--- src/rtl/rv32i_pkg.sv ---
// Shared types and helpers for the performance-counter bank.
//   perf_state_e : control FSM states (IDLE, RUN)
//   PERF_MAX_CH  : upper bound on the number of event channels
//   perf_idx_w   : width of a channel index for n channels (at least 1 bit)
package rv32i_pkg;

  localparam int unsigned PERF_MAX_CH = 16;

  typedef enum logic {
    IDLE = 1'b0,
    RUN  = 1'b1
  } perf_state_e;

  function automatic int unsigned perf_idx_w(input int unsigned n);
    return (n > 1) ? $clog2(n) : 1;
  endfunction

endpackage

--- src/rtl/perf_cnt_cell.sv ---
// One channel of the performance-counter bank: live counter, shadow copy and
// sticky overflow flag.
//   i_clk, i_rst : clock, synchronous active-high reset
//   i_clr        : zero live counter and overflow flag (wins over counting)
//   i_inc        : count one event this cycle
//   i_cap        : copy the current (pre-increment) live value to the shadow
//   i_restart    : window boundary; live restarts at this cycle's event (0/1)
//   o_live       : live counter
//   o_shadow     : shadow register
//   o_ovf        : sticky wrap/saturation flag
module perf_cnt_cell import rv32i_pkg::*; #(
  parameter int unsigned CNT_W    = 32,
  parameter int unsigned SATURATE = 0
) (
  input  logic             i_clk,
  input  logic             i_rst,
  input  logic             i_clr,
  input  logic             i_inc,
  input  logic             i_cap,
  input  logic             i_restart,
  output logic [CNT_W-1:0] o_live,
  output logic [CNT_W-1:0] o_shadow,
  output logic             o_ovf
);

  localparam logic [CNT_W-1:0] CNT_MAX = '1;

  // Counter, shadow and overflow update
  always_ff @(posedge i_clk) begin
    if (i_rst) begin
      o_live   <= '0;
      o_shadow <= '0;
      o_ovf    <= 1'b0;
    end else begin
      if (i_cap) begin
        o_shadow <= o_live;
      end
      if (i_clr) begin
        o_live <= '0;
        o_ovf  <= 1'b0;
      end else if (i_restart) begin
        o_live <= CNT_W'(i_inc);
      end else if (i_inc) begin
        if (o_live == CNT_MAX) begin
          // Wrap mode rolls over; saturate mode holds at all-ones.
          o_ovf <= 1'b1;
          if (SATURATE == 0) begin
            o_live <= '0;
          end
        end else begin
          o_live <= o_live + CNT_W'(1);
        end
      end
    end
  end

endmodule

--- src/rtl/perf_cnt_bank.sv ---
// Bank of NUM_CH event counters with start/stop control, manual and windowed
// snapshots to shadow registers, and a 1-cycle-latency read port.
//   i_clk, i_rst          : clock, synchronous active-high reset
//   i_evt                 : per-channel event strobes
//   i_start/i_stop        : enter/leave RUN (stop wins when both)
//   i_clr                 : zero live counters, overflow flags, window count
//   i_snap                : copy all live counters to shadows
//   i_win_len             : auto-snapshot period (0 = off), latched on start
//   i_rd_req/idx/shadow   : read request, channel, live/shadow select
//   o_rd_vld, o_rd_data   : read response one cycle after the request
//   o_ovf                 : sticky per-channel overflow flags
//   o_win_done            : pulse one cycle after a window auto-snapshot
//   o_running             : high while in RUN
module perf_cnt_bank import rv32i_pkg::*; #(
  parameter int unsigned NUM_CH   = 4,
  parameter int unsigned CNT_W    = 32,
  parameter int unsigned SATURATE = 0,
  parameter int unsigned WIN_W    = 16
) (
  input  logic                          i_clk,
  input  logic                          i_rst,
  input  logic [NUM_CH-1:0]             i_evt,
  input  logic                          i_start,
  input  logic                          i_stop,
  input  logic                          i_clr,
  input  logic                          i_snap,
  input  logic [WIN_W-1:0]              i_win_len,
  input  logic                          i_rd_req,
  input  logic [perf_idx_w(NUM_CH)-1:0] i_rd_idx,
  input  logic                          i_rd_shadow,
  output logic                          o_rd_vld,
  output logic [CNT_W-1:0]              o_rd_data,
  output logic [NUM_CH-1:0]             o_ovf,
  output logic                          o_win_done,
  output logic                          o_running
);

  localparam int unsigned IDX_W = perf_idx_w(NUM_CH);

  perf_state_e      state;
  logic [WIN_W-1:0] win_len_q;
  logic [WIN_W-1:0] win_cnt;
  logic [CNT_W-1:0] live   [NUM_CH];
  logic [CNT_W-1:0] shadow [NUM_CH];

  logic             run_c;
  logic             boundary_c;
  logic             auto_snap_c;
  logic             cap_c;
  logic [CNT_W-1:0] rd_val_c;

  // win_cnt holds completed cycles of the current window, so cycle N is N-1.
  assign run_c       = (state == RUN);
  assign boundary_c  = run_c && (win_len_q != '0) &&
                       (win_cnt == win_len_q - WIN_W'(1));
  assign auto_snap_c = boundary_c && !i_clr;
  assign cap_c       = i_snap || auto_snap_c;

  // Control FSM, window counter and status outputs
  always_ff @(posedge i_clk) begin
    if (i_rst) begin
      state      <= IDLE;
      win_len_q  <= '0;
      win_cnt    <= '0;
      o_running  <= 1'b0;
      o_win_done <= 1'b0;
    end else begin
      o_win_done <= auto_snap_c;
      if (i_clr) begin
        win_cnt <= '0;
      end else if (run_c && (win_len_q != '0)) begin
        win_cnt <= auto_snap_c ? '0 : win_cnt + WIN_W'(1);
      end
      case (state)
        IDLE: begin
          if (i_start && !i_stop) begin
            state     <= RUN;
            o_running <= 1'b1;
            win_len_q <= i_win_len;
            win_cnt   <= '0;
          end
        end
        RUN: begin
          if (i_stop) begin
            state     <= IDLE;
            o_running <= 1'b0;
          end
        end
        default: begin
          state     <= IDLE;
          o_running <= 1'b0;
        end
      endcase
    end
  end

  // Per-channel counter cells
  for (genvar k = 0; k < NUM_CH; k++) begin : g_cell
    perf_cnt_cell #(
      .CNT_W   (CNT_W),
      .SATURATE(SATURATE)
    ) u_cell (
      .i_clk    (i_clk),
      .i_rst    (i_rst),
      .i_clr    (i_clr),
      .i_inc    (run_c && i_evt[k]),
      .i_cap    (cap_c),
      .i_restart(auto_snap_c),
      .o_live   (live[k]),
      .o_shadow (shadow[k]),
      .o_ovf    (o_ovf[k])
    );
  end

  // Read mux; indices with no channel behind them read as zero
  always_comb begin
    rd_val_c = '0;
    for (int k = 0; k < NUM_CH; k++) begin
      if (i_rd_idx == IDX_W'(k)) begin
        rd_val_c = i_rd_shadow ? shadow[k] : live[k];
      end
    end
  end

  // Read response register
  always_ff @(posedge i_clk) begin
    if (i_rst) begin
      o_rd_vld  <= 1'b0;
      o_rd_data <= '0;
    end else begin
      o_rd_vld  <= i_rd_req;
      o_rd_data <= i_rd_req ? rd_val_c : '0;
    end
  end

endmodule

--- config.mk ---
export PLATFORM = sky130hd
export DESIGN_NAME = perf_cnt_bank
export DESIGN_NICKNAME = d
export VERILOG_FILES = /design/src/rtl/rv32i_pkg.sv /design/src/rtl/perf_cnt_cell.sv /design/src/rtl/perf_cnt_bank.sv
export SDC_FILE = /design/constraint.sdc
export NUM_CORES = 1
export LEC_CHECK = 0
export CAP_MARGIN = 25
export CELL_PAD_IN_SITES_DETAIL_PLACEMENT = 1
export CELL_PAD_IN_SITES_GLOBAL_PLACEMENT = 2
export CORE_MARGIN = 2
export CORE_UTILIZATION = 36
export DETAILED_ROUTE_END_ITERATION = 10
export PLACE_DENSITY = 0.76
export SLEW_MARGIN = 5
export SYNTH_ARGS = -nofsm -noshare
export SYNTH_HDL_FRONTEND = slang
export SYNTH_HIERARCHICAL = 1
export SYNTH_SLANG_ARGS = --single-unit
--- constraint.sdc ---
create_clock -name i_clk -period 3.2 [get_ports i_clk]
set_input_delay 0.32 -clock i_clk [delete_from_list [all_inputs] [get_ports i_clk]]
set_output_delay 0.32 -clock i_clk [all_outputs]
set_load 0.005 [all_outputs]
==> out/results.ini, run 1 <==
[die]
coreArea_mm2=0.0432
die_w_um=213
rows=76
die_h_um=213
die-area_mm2=0.0455
start_util_pct=36.5
io-pin-count=69

[yosys]
synth_edf_count=0
synth_compound_area_share_pct=8.42
synth-simple-area-share_pct=20.6
yosysTopAreaCell=dfxtp_1
synth_fa_ha_area_share_pct=0.555
synth_top_family_by_area=simple AND/OR/NAND/NOR gates
yosysSeqAreaShare_pct=41.6
async_flop_share_pct=0
syn_inst=1600
ys_seq_elements=328
synth_common_cells=dfxtp_1, nor2_1, mux2i_1, nand2_1, clkbuf_1
synthesis.area_mm2=0.0158
synth.top_cell.area_share_pct=41.6
yosysWarnings=6
ys_top_cells_by_area=dfxtp_1, mux2i_1, mux4_2
yosysMostFrequentCell=dfxtp_1
synth_cell_types=54
synth_mux_area_share_pct=19.9
synth_nets=1637
synth-xor-area-share_pct=4.39
synth_flop_cell=dfxtp_1
synth_area_per_cell_um2=9.86

[cells_and_area]
drive_gt1_share_pct=14.3
syn_to_final_growth_pct=17.2
n_fill_cell=4808
nets=1667
final_util_pct=42.8
n_antenna_cell=0

[setup_path]
slowest_delay_ns=0.61
crit_family=simple AND/OR/NAND/NOR gates
critPathSlowestCell=or4_4
path_cells=or4_4 -> nor3_2 -> mux2_2 -> nor4_4 -> and4_4 -> or2_4 -> buf_16 -> mux2i_1 -> nor2_1
timing_worst_setup_path_type=register to register
reg2regPathDepth=9
cp-start-kind=register
crit_required_ns=3.59
cp.buffers_inverters=1
r2r_end=g_cell[3].u_cell/o_shadow[2]$_SDFFE_PP0P_
cp-end-kind=register
r2r_slack_ns=0.12
reg2reg_from=win_len_q[0]$_SDFFE_PP0P_
arrival_ns=3.47
critPathLaunch=win_len_q[0]$_SDFFE_PP0P_
crit_fanout=36

[global_routing]
grt_pass1_vias=12700
overflow=0
grt_pass1_wl_um=70000
grt_use_total_pct=19.5
grt_max_degree=87
antenna_found_initial=0

[place]
hpwl_um=30400
port_buffers=68
routabilityCongestion=0.784

[route]
firstDrtPassIters=4
antenna_left=0
drt_wl_total_um=44000
num_vias=12300
drt-wirelength-per-cell_um=19.6
viasPerCell=5.49
drc_errors=0
drtIter0Drc=458

[cts]
root_buffer=clkbuf_16
postCtsSetupBuffers=0
cts_tree=built
cts_buffer_depth=3
clock-sinks=328
numCtsBuffers=40
postCtsHoldBufs=0
ctsHtreeMaxLevel=2
path_clk_slew_ns=0.06
clk_latency_ns=0.56

[min_path]
worstHoldPathCells=3
hp-start=i_win_len[13]
min_to=win_len_q[13]$_SDFFE_PP0P_
hold_class=primary input to register

[timing]
relSlewSlack_pct=42.8
fin_crit_ns=3.08
finClkSkew_ns=0.0194
period_share_pct=96.4
setup_violations=0
tightest_slew_ns=0.857
timing.fmax_ghz=0.324
timing.hold.ws_ns=0.315
hold_violations=0
slew_viol_final=0
rsz0062_at_grt=yes

[power_and_ir_drop]
p_per_area_mw_per_mm2=495
peakVddDrop_uv=334
p_leak_nw=6.49

[run_status]
status=finished, final reports clean

[job]
max_cap_viol_count=0

[state kept, by name, indices dropped and copies added, names as in the netlist]
| name | cells |
|---|---|
| g_cell.u_cell/o_live | 128 |
| o_running | 1 |
| g_cell.u_cell/o_ovf | 4 |
| g_cell.u_cell/o_shadow | 128 |
| o_rd_vld | 1 |
| run_c | 1 |
| win_cnt | 16 |
| win_len_q | 16 |
| o_rd_data | 32 |
| o_win_done | 1 |
[routing by layer]
metal	part of all wire (%)	global-route usage, %	vias up
li1	-	-	5923
met1	46	25.3	6217
met2	49	33.7	130
met3	3.8	2.99	46
met4	1.7	5.03	0
met5	0	0	-
[cell type report]
type	instances	area, um2	area share [%]
Timing Repair Buffer	118	1210	6.53
Clock buffer	61	1220	6.61
Multi-Input combinational cell	1118	8570	46.4
Clock inverter	8	90.1	0.488
Sequential cell	328	6570	35.6
Tap cell	585	732	3.96
Inverter	24	90.1	0.488
[through the flow]
stage                     setup WS (ns)  std cells  TNS [ns]  cell area [um2]  total power, mW
after detailed placement        -0.0715       2172     -2.80            17100             4.69
final                             0.116       2242         0            18500             9.15
after global routing            -0.0218       2242   -0.0705            18500             9.49
after CTS                       0.00977       2241         0            18400             9.28
after global placement           -0.143       2172     -4.59            17100             4.69
after floorplan                   0.148       1600         0            15800             4.53
[where the power goes]
part,switching [mW],internal [mW],total (mW)
Clock,1.76,2.77,4.53
Combinational,0.286,0.216,0.502
Sequential,0.0194,4.10,4.12
[how the worst max path moves through the flow]
stage               slack (ns)  cells past startpoint                                    endpoint
floorplan                 0.15                     13  g_cell[0].u_cell/o_shadow[10]$_SDFFE_PP0P_
global placement         -0.14                     11    g_cell[3].u_cell/o_live[31]$_SDFFE_PP0P_
detailed placement       -0.07                     11    g_cell[3].u_cell/o_live[31]$_SDFFE_PP0P_
CTS                       0.01                     12    g_cell[3].u_cell/o_live[31]$_SDFFE_PP0P_
global route             -0.02                      9  g_cell[2].u_cell/o_shadow[12]$_SDFFE_PP0P_
finish                    0.12                      9   g_cell[3].u_cell/o_shadow[2]$_SDFFE_PP0P_
[tightest hold or removal path: cells and delay by family]
family                 cells  cell delay, ns
buffers and inverters      1            0.40
and+or+nand+nor            1            0.06
AOI/OAI and AO/OA          1            0.05
[cell usage in the layout, fill, tap and decap left out, types with 36 or more instances in the layout]
cell type | Yosys | final
dfxtp_1 | 328 | 326
nor2_1 | 185 | 185
mux2i_1 | 169 | 169
nand2_1 | 91 | 91
mux4_2 | 64 | 64
clkdlybuf4s50_1 | 0 | 64
nor3_1 | 61 | 56
a21oi_1 | 54 | 54
o31ai_1 | 49 | 49
or4_1 | 44 | 44
xor2_1 | 43 | 43
clkbuf_16 | 0 | 42
nand3_1 | 41 | 41
buf_4 | 8 | 41
o21ai_0 | 40 | 40
xnor2_1 | 36 | 36
[what timing repair did]
action | 4_1_cts | 5_1_grt
endpoints found under the setup margin | 130 | 183
pin swaps | 1 | 1
gates resized for setup | 4 | 8
cloned | 0 | 1
[kinds of logic after synthesis]
| logic type | after synthesis |
|---|---|
| flops | 328 |
| buf+inv | 154 |
| simple gates | 597 |
| mux | 234 |
| xor+xnor | 79 |
| compound gates | 201 |
| fa+ha+maj | 7 |
Power figures use the tool's default switching activity.
==> inputs of run 2 (changes only) <==
Settings changed: TNS_END_PERCENT from default to 20.
==> run 2 against run 1 <==
  * Count of clock-buffer cells in the layout down 5
  * Hold slack lost 0.060 ns
  * Critical path type unchanged
  * Worst setup slack better by 0.0015 ns
  * Largest cell class unchanged
  * Non-clock buffer count rose by 12
  * Final area about the same
  * Register-to-register slack barely moved
  * First-iteration DRC count increased by 34%
==> out/results.ini, run 2 (synthesis gave the netlist of run 1 again) <==
[setup_path]
r2r_end=g_cell[1].u_cell/o_shadow[10]$_SDFFE_PP0P_
reg2reg_from=win_len_q[0]$_SDFFE_PP0P_
crit_fanout=32  ; -11%
cp-end-kind=register
reg2regPathDepth=10  ; +1
timing_worst_setup_path_type=register to register
arrival_ns=3.48  ; about the same
crit_required_ns=3.60  ; about the same
cp-start-kind=register
cpMostUsedCell=nor2_1
slowest_delay_ns=0.61  ; about the same
critPathSlowestCell=or4_4
r2r_slack_ns=0.12  ; about the same
path_cells=or4_4 -> nor2_1 -> xnor2_1 -> nand4_1 -> a2111oi_2 -> and4_4 -> or2_4 -> buf_12 -> mux2i_1 -> nor2_1

[cells_and_area]
multi_input_area_mm2=0.00857  ; about the same
final_common_cell=dfxtp_1
stdcell_area_mm2=0.0185  ; about the same
top_regs=g_cell.u_cell/o_live (128), g_cell.u_cell/o_shadow (128), o_rd_data (32)
mostFrequentLayoutCells=dfxtp_1, nor2_1, mux2i_1
syn_to_final_growth_pct=17.1  ; about the same
register_area_mm2=0.00657  ; about the same
final_util_pct=42.8  ; about the same
drive_gt1_share_pct=14.5  ; +0.17 points
nets=1678  ; +0.66%
n_fill_cell=4830  ; +0.46%

[die]
start_util_pct=36.5  ; unchanged
coreArea_mm2=0.0432  ; unchanged
die_h_um=213  ; unchanged
die-area_mm2=0.0455  ; unchanged
die_w_um=213  ; unchanged
io-pin-count=69  ; unchanged
rows=76  ; unchanged

[cts]
ctsHtreeMaxLevel=2  ; unchanged
root_buffer=clkbuf_16
cts_buffer_depth=3  ; unchanged
clk_latency_ns=0.55  ; about the same
cts_tree=built
clock-sinks=328  ; unchanged
path_clk_slew_ns=0.06  ; about the same
numCtsBuffers=39  ; -2.5%

[timing]
timing.fmax_ghz=0.324  ; about the same
period_share_pct=96.3  ; about the same
finalWorstSetupSlack_ns=0.117  ; +0.00155 ns
hold_violations=0  ; unchanged
finClkSkew_ns=0.0173  ; -0.00210 ns
relSlewSlack_pct=46.9  ; +4.1 points
slew_viol_final=0  ; unchanged
fin_crit_ns=3.08  ; -0.00155 ns
final.setup.tns_ns=0  ; unchanged
tightest_slew_ns=0.796  ; -0.0609 ns
setup_violations=0  ; unchanged

[place]
port_buffers=68  ; unchanged
routabilityCongestion=0.783  ; -0.15%
placedInstanceArea_mm2=0.0171  ; about the same
dp_slack_ns=-0.113  ; -0.0417 ns
hpwl_um=30500  ; +0.25%

[min_path]
hold_class=primary input to register
hp-start=i_rst
min_to=g_cell[3].u_cell/o_shadow[6]$_SDFFE_PP0P_
worstHoldPathCells=2  ; -1

[route]
drc_errors=0  ; unchanged
drt_wl_total_um=43900  ; -0.24%
num_vias=12400  ; +0.48%
drt-wirelength-per-cell_um=19.5  ; -0.68%
firstDrtPassIters=4  ; unchanged
antenna_left=0  ; unchanged
viasPerCell=5.50  ; about the same
drtIter0Drc=616  ; +34%

[power_and_ir_drop]
p_leak_nw=6.47  ; -0.26%
p_per_area_mw_per_mm2=480  ; -2.9%
peakVddDrop_uv=277  ; -17%

[global_routing]
grt_pass1_wl_um=69800  ; -0.29%
overflow=0  ; unchanged
grt_max_degree=72  ; -17%
grt_use_total_pct=19.5  ; about the same
grt_pass1_vias=12600  ; -0.94%
antenna_found_initial=0  ; unchanged

[job]
max_cap_viol_count=0  ; unchanged

[run_status]
status=finished, final reports clean

run 2: worst max path at each step:
stage	from	to	slack [ns]	cells past startpoint
after CTS	win_len_q[0]$_SDFFE_PP0P_	g_cell[1].u_cell/o_shadow[10]$_SDFFE_PP0P_	-0.05	9
final	win_len_q[0]$_SDFFE_PP0P_	g_cell[1].u_cell/o_shadow[10]$_SDFFE_PP0P_	0.12	10
after global routing	win_len_q[0]$_SDFFE_PP0P_	g_cell[1].u_cell/o_shadow[19]$_SDFFE_PP0P_	-0.04	11
after floorplan	win_len_q[2]$_SDFFE_PP0P_	g_cell[1].u_cell/o_shadow[10]$_SDFFE_PP0P_	-0.08	13
after global placement	win_len_q[0]$_SDFFE_PP0P_	g_cell[1].u_cell/o_shadow[24]$_SDFFE_PP0P_	-0.11	9
after detailed placement	win_len_q[0]$_SDFFE_PP0P_	g_cell[1].u_cell/o_shadow[26]$_SDFFE_PP0P_	-0.11	9
run 2: report_power, final:
| part | internal [mW] | switching, mW | total, mW | leakage, nW |
|---|---|---|---|---|
| registers | 4.10 | 0.0189 | 4.12 | 2.64 |
| logic | 0.230 | 0.295 | 0.525 | 3.25 |
| clock network | 2.47 | 1.76 | 4.23 | 0.577 |
run 2: area by class of cell:
class / count / share of cell area [%]
multi-input cells: 1118 / 46.4
inverters: 24 / 0.488
clock buffers: 56 / 5.96
diodes: 2 / 0.0271
well taps: 585 / 3.96
repair buffers: 130 / 7.09
flip-flops and latches: 328 / 35.6
clock inverters: 9 / 0.488
run 2: metal layers:
metal / vias to the layer above / part of all wire [%] / global-route usage [%]
met3: 50 / 2.4 / 2.49
met5: - / 0 / 0
met4: 0 / 1.7 / 4.98
met1: 6259 / 48 / 26.2
met2: 114 / 48 / 32.9
li1: 5952 / - / -
run 2: critical path: cells and delay by family (launching register included):
kind	cells	cell delay (ns)
AO/OA/AOI/OAI	1	0.32
XOR/XNOR	1	0.17
buffers and inverters	1	0.27
flip-flops	1	0.34
multiplexers	1	0.26
AND/OR/NAND/NOR	6	1.53
run 2: metrics by stage:
stage	total power, mW	hold slack (ns)	instances
2_1_floorplan	4.53	0.399	1600
3_3_place_gp	4.69	0.460	2179
3_5_place_dp	4.70	0.459	2179
4_1_cts	8.98	0.250	2244
5_1_grt	9.22	0.289	2250
6_report	8.87	0.255	2252
run 2: what timing repair did:
action	4_1_cts	5_1_grt
hold buffers	0	0
resized for setup	1	12
setup buffers	0	4
pin swaps	0	2
setup endpoints to repair	119	207
gates cloned	0	2
==> inputs of run 3 (changes only) <==
Settings changed: CORE_UTILIZATION 36 to 43, PLACE_DENSITY 0.76 to 0.86.
Clock period 3.2 ns to 3.8 ns, I/O delays scaled along.
==> run 3 against run 2 <==
  * Global-route usage rose by 3.2 points
  * Total power fell by 16%
  * Via count is 0.44% lower
  * Core utilization up 6.6 points
  * Wire length down 2.1%
  * Clock skew decreased by 0.0053 ns
  * Fmax shrank 3.4%
  * Sequential cell count did not move
  * Largest power group unchanged
==> out/results.ini, run 3 (synthesis gave the netlist of run 1 again) <==
[run_status]
status=finished, final reports clean

[cts]
path_clk_slew_ns=0.06  ; about the same
cts_buffer_depth=3  ; unchanged
ctsHtreeMaxLevel=2  ; unchanged
numCtsBuffers=37  ; -5.1%
cts_tree=built
cts_resized=0  ; -1
postCtsSetupBuffers=0  ; unchanged
clock-sinks=328  ; unchanged
clk_latency_ns=0.52  ; -0.03 ns
postCtsHoldBufs=0  ; unchanged
root_buffer=clkbuf_16

[power_and_ir_drop]
p_per_area_mw_per_mm2=417  ; -13%
peakVddDrop_uv=245  ; -11%
power.total_mw=7.48  ; -16%
p_leak_nw=6.30  ; -2.7%

[timing]
final.setup.tns_ns=0  ; unchanged
setup_violations=0  ; unchanged
timing.fmax_ghz=0.313  ; -3.4%
hold_violations=0  ; unchanged
relSlewSlack_pct=49.4  ; +2.5 points
tightest_slew_ns=0.759  ; -0.0371 ns
fin_crit_ns=3.19  ; +0.110 ns
timing.hold.ws_ns=0.388  ; +0.133 ns
finClkSkew_ns=0.0121  ; -0.00527 ns
finalWorstSetupSlack_ns=0.608  ; +0.490 ns
period_share_pct=84.0  ; -12 points
rsz0062_at_grt=no
slew_viol_final=0  ; unchanged

[global_routing]
grt_max_degree=99  ; +38%
grt_pass1_vias=12900  ; +1.9%
grt_use_total_pct=22.7  ; +3.2 points
grt_pass1_wl_um=69800  ; unchanged
overflow=0  ; unchanged
antenna_found_initial=0  ; unchanged

[place]
dp.cells=2035  ; -6.6%
hpwl_um=29700  ; -2.6%
dp_slack_ns=0.622  ; +0.735 ns
placedInstanceArea_mm2=0.0167  ; -2.3%
port_buffers=68  ; unchanged
routabilityCongestion=0.815  ; +4.1%

[cells_and_area]
nets=1643  ; -2.1%
stdcell_count=2100  ; -6.7%
syn_to_final_growth_pct=13.8
top_regs=g_cell.u_cell/o_live (128), g_cell.u_cell/o_shadow (128), o_rd_data (32)
final_util_pct=49.4  ; +6.6 points
drive_gt1_share_pct=12.7  ; -1.8 points
n_antenna_cell=0  ; -2
multi_input_area_mm2=0.00853  ; -0.53%
register_area_mm2=0.00657  ; about the same
n_fill_cell=3971  ; -18%
final_common_cell=dfxtp_1
stdcell_area_mm2=0.0179  ; -2.8%
mostFrequentLayoutCells=dfxtp_1, nor2_1, mux2i_1

[die]
start_util_pct=43.4  ; +6.9 points
die-area_mm2=0.0382  ; -16%
io-pin-count=69  ; unchanged
rows=70  ; -7.9%
coreArea_mm2=0.0363  ; -16%
die_w_um=196  ; -8.3%
die_h_um=196  ; -8.3%

[setup_path]
cp-start-kind=register
crit_fanout=14  ; -56%
r2r_end=g_cell[3].u_cell/o_live[31]$_SDFFE_PP0P_
reg2regPathDepth=12  ; +2
timing_worst_setup_path_type=register to register
reg2reg_from=win_len_q[0]$_SDFFE_PP0P_
crit_required_ns=4.25  ; +0.65 ns
cp-end-kind=register
arrival_ns=3.64  ; +0.16 ns
r2r_slack_ns=0.61  ; +0.49 ns

[min_path]
min_to=g_cell[3].u_cell/o_shadow[5]$_SDFFE_PP0P_
hp-start=i_rst
hold_class=primary input to register
worstHoldPathCells=2  ; unchanged

[route]
drt-wirelength-per-cell_um=20.5  ; +5.0%
num_vias=12300  ; -0.44%
drc_errors=0  ; unchanged
drt_wl_total_um=43000  ; -2.1%
drtIter0Drc=556  ; -9.7%
firstDrtPassIters=5  ; +1
viasPerCell=5.87  ; +6.8%
antenna_left=0  ; unchanged

[job]
max_cap_viol_count=0  ; unchanged

-- run 3: changes by cell type in the layout (fill, tap and decap cells not counted), sizes merged --
cell	change
buf	-31
inv	+1
clkinvlp	-2
clkbuf	-1
diode	-2
-- run 3: area by class of cell --
cell class                 instances  area share [%]
multi-input combinational       1118            47.5
sequential                       328            36.6
clock buffer                      57            6.48
timing repair buffer              97            5.22
tap                              468            3.26
inverter                          24           0.502
clock inverter                     8           0.404
-- run 3: worst max path at each step --
stage                                    from  cells past startpoint  slack, ns                                          to
floorplan           win_len_q[2]$_SDFFE_PP0P_                     13       0.52  g_cell[0].u_cell/o_shadow[10]$_SDFFE_PP0P_
global placement                        i_clr                     11       0.61    g_cell[3].u_cell/o_live[31]$_SDFFE_PP0P_
detailed placement                      i_clr                      9       0.62  g_cell[3].u_cell/o_shadow[22]$_SDFFE_PP0P_
CTS                 win_len_q[0]$_SDFFE_PP0P_                     12       0.61    g_cell[3].u_cell/o_live[31]$_SDFFE_PP0P_
global route        win_len_q[4]$_SDFFE_PP0P_                     12       0.42    g_cell[3].u_cell/o_live[31]$_SDFFE_PP0P_
finish              win_len_q[0]$_SDFFE_PP0P_                     12       0.61    g_cell[3].u_cell/o_live[31]$_SDFFE_PP0P_
-- run 3: layer usage --
layer / GRT usage, % / vias to the layer above / share of wire (%)
met4: 6.42 / 0 / 2.5
li1: - / 5868 / -
met3: 2.75 / 64 / 2.7
met1: 30.2 / 6240 / 47
met2: 38.9 / 148 / 48
met5: 0 / - / 0
-- run 3: worst max-delay path, cell delays in order (launching register included) --
cell     delay [ns]
dfxtp_1        0.41
inv_1          0.09
ha_1           0.24
nor3b_2        0.20
and3_1         0.21
o311a_1        0.33
o221a_2        0.24
and4_1         0.17
buf_4          0.21
or3_1          0.37
buf_4          0.21
or2_2          0.28
mux2i_1        0.13
-- run 3: power by group --
group	internal [mW]	switching (mW)
clock	2.17	1.45
sequential	3.45	0.0198
combinational	0.161	0.228
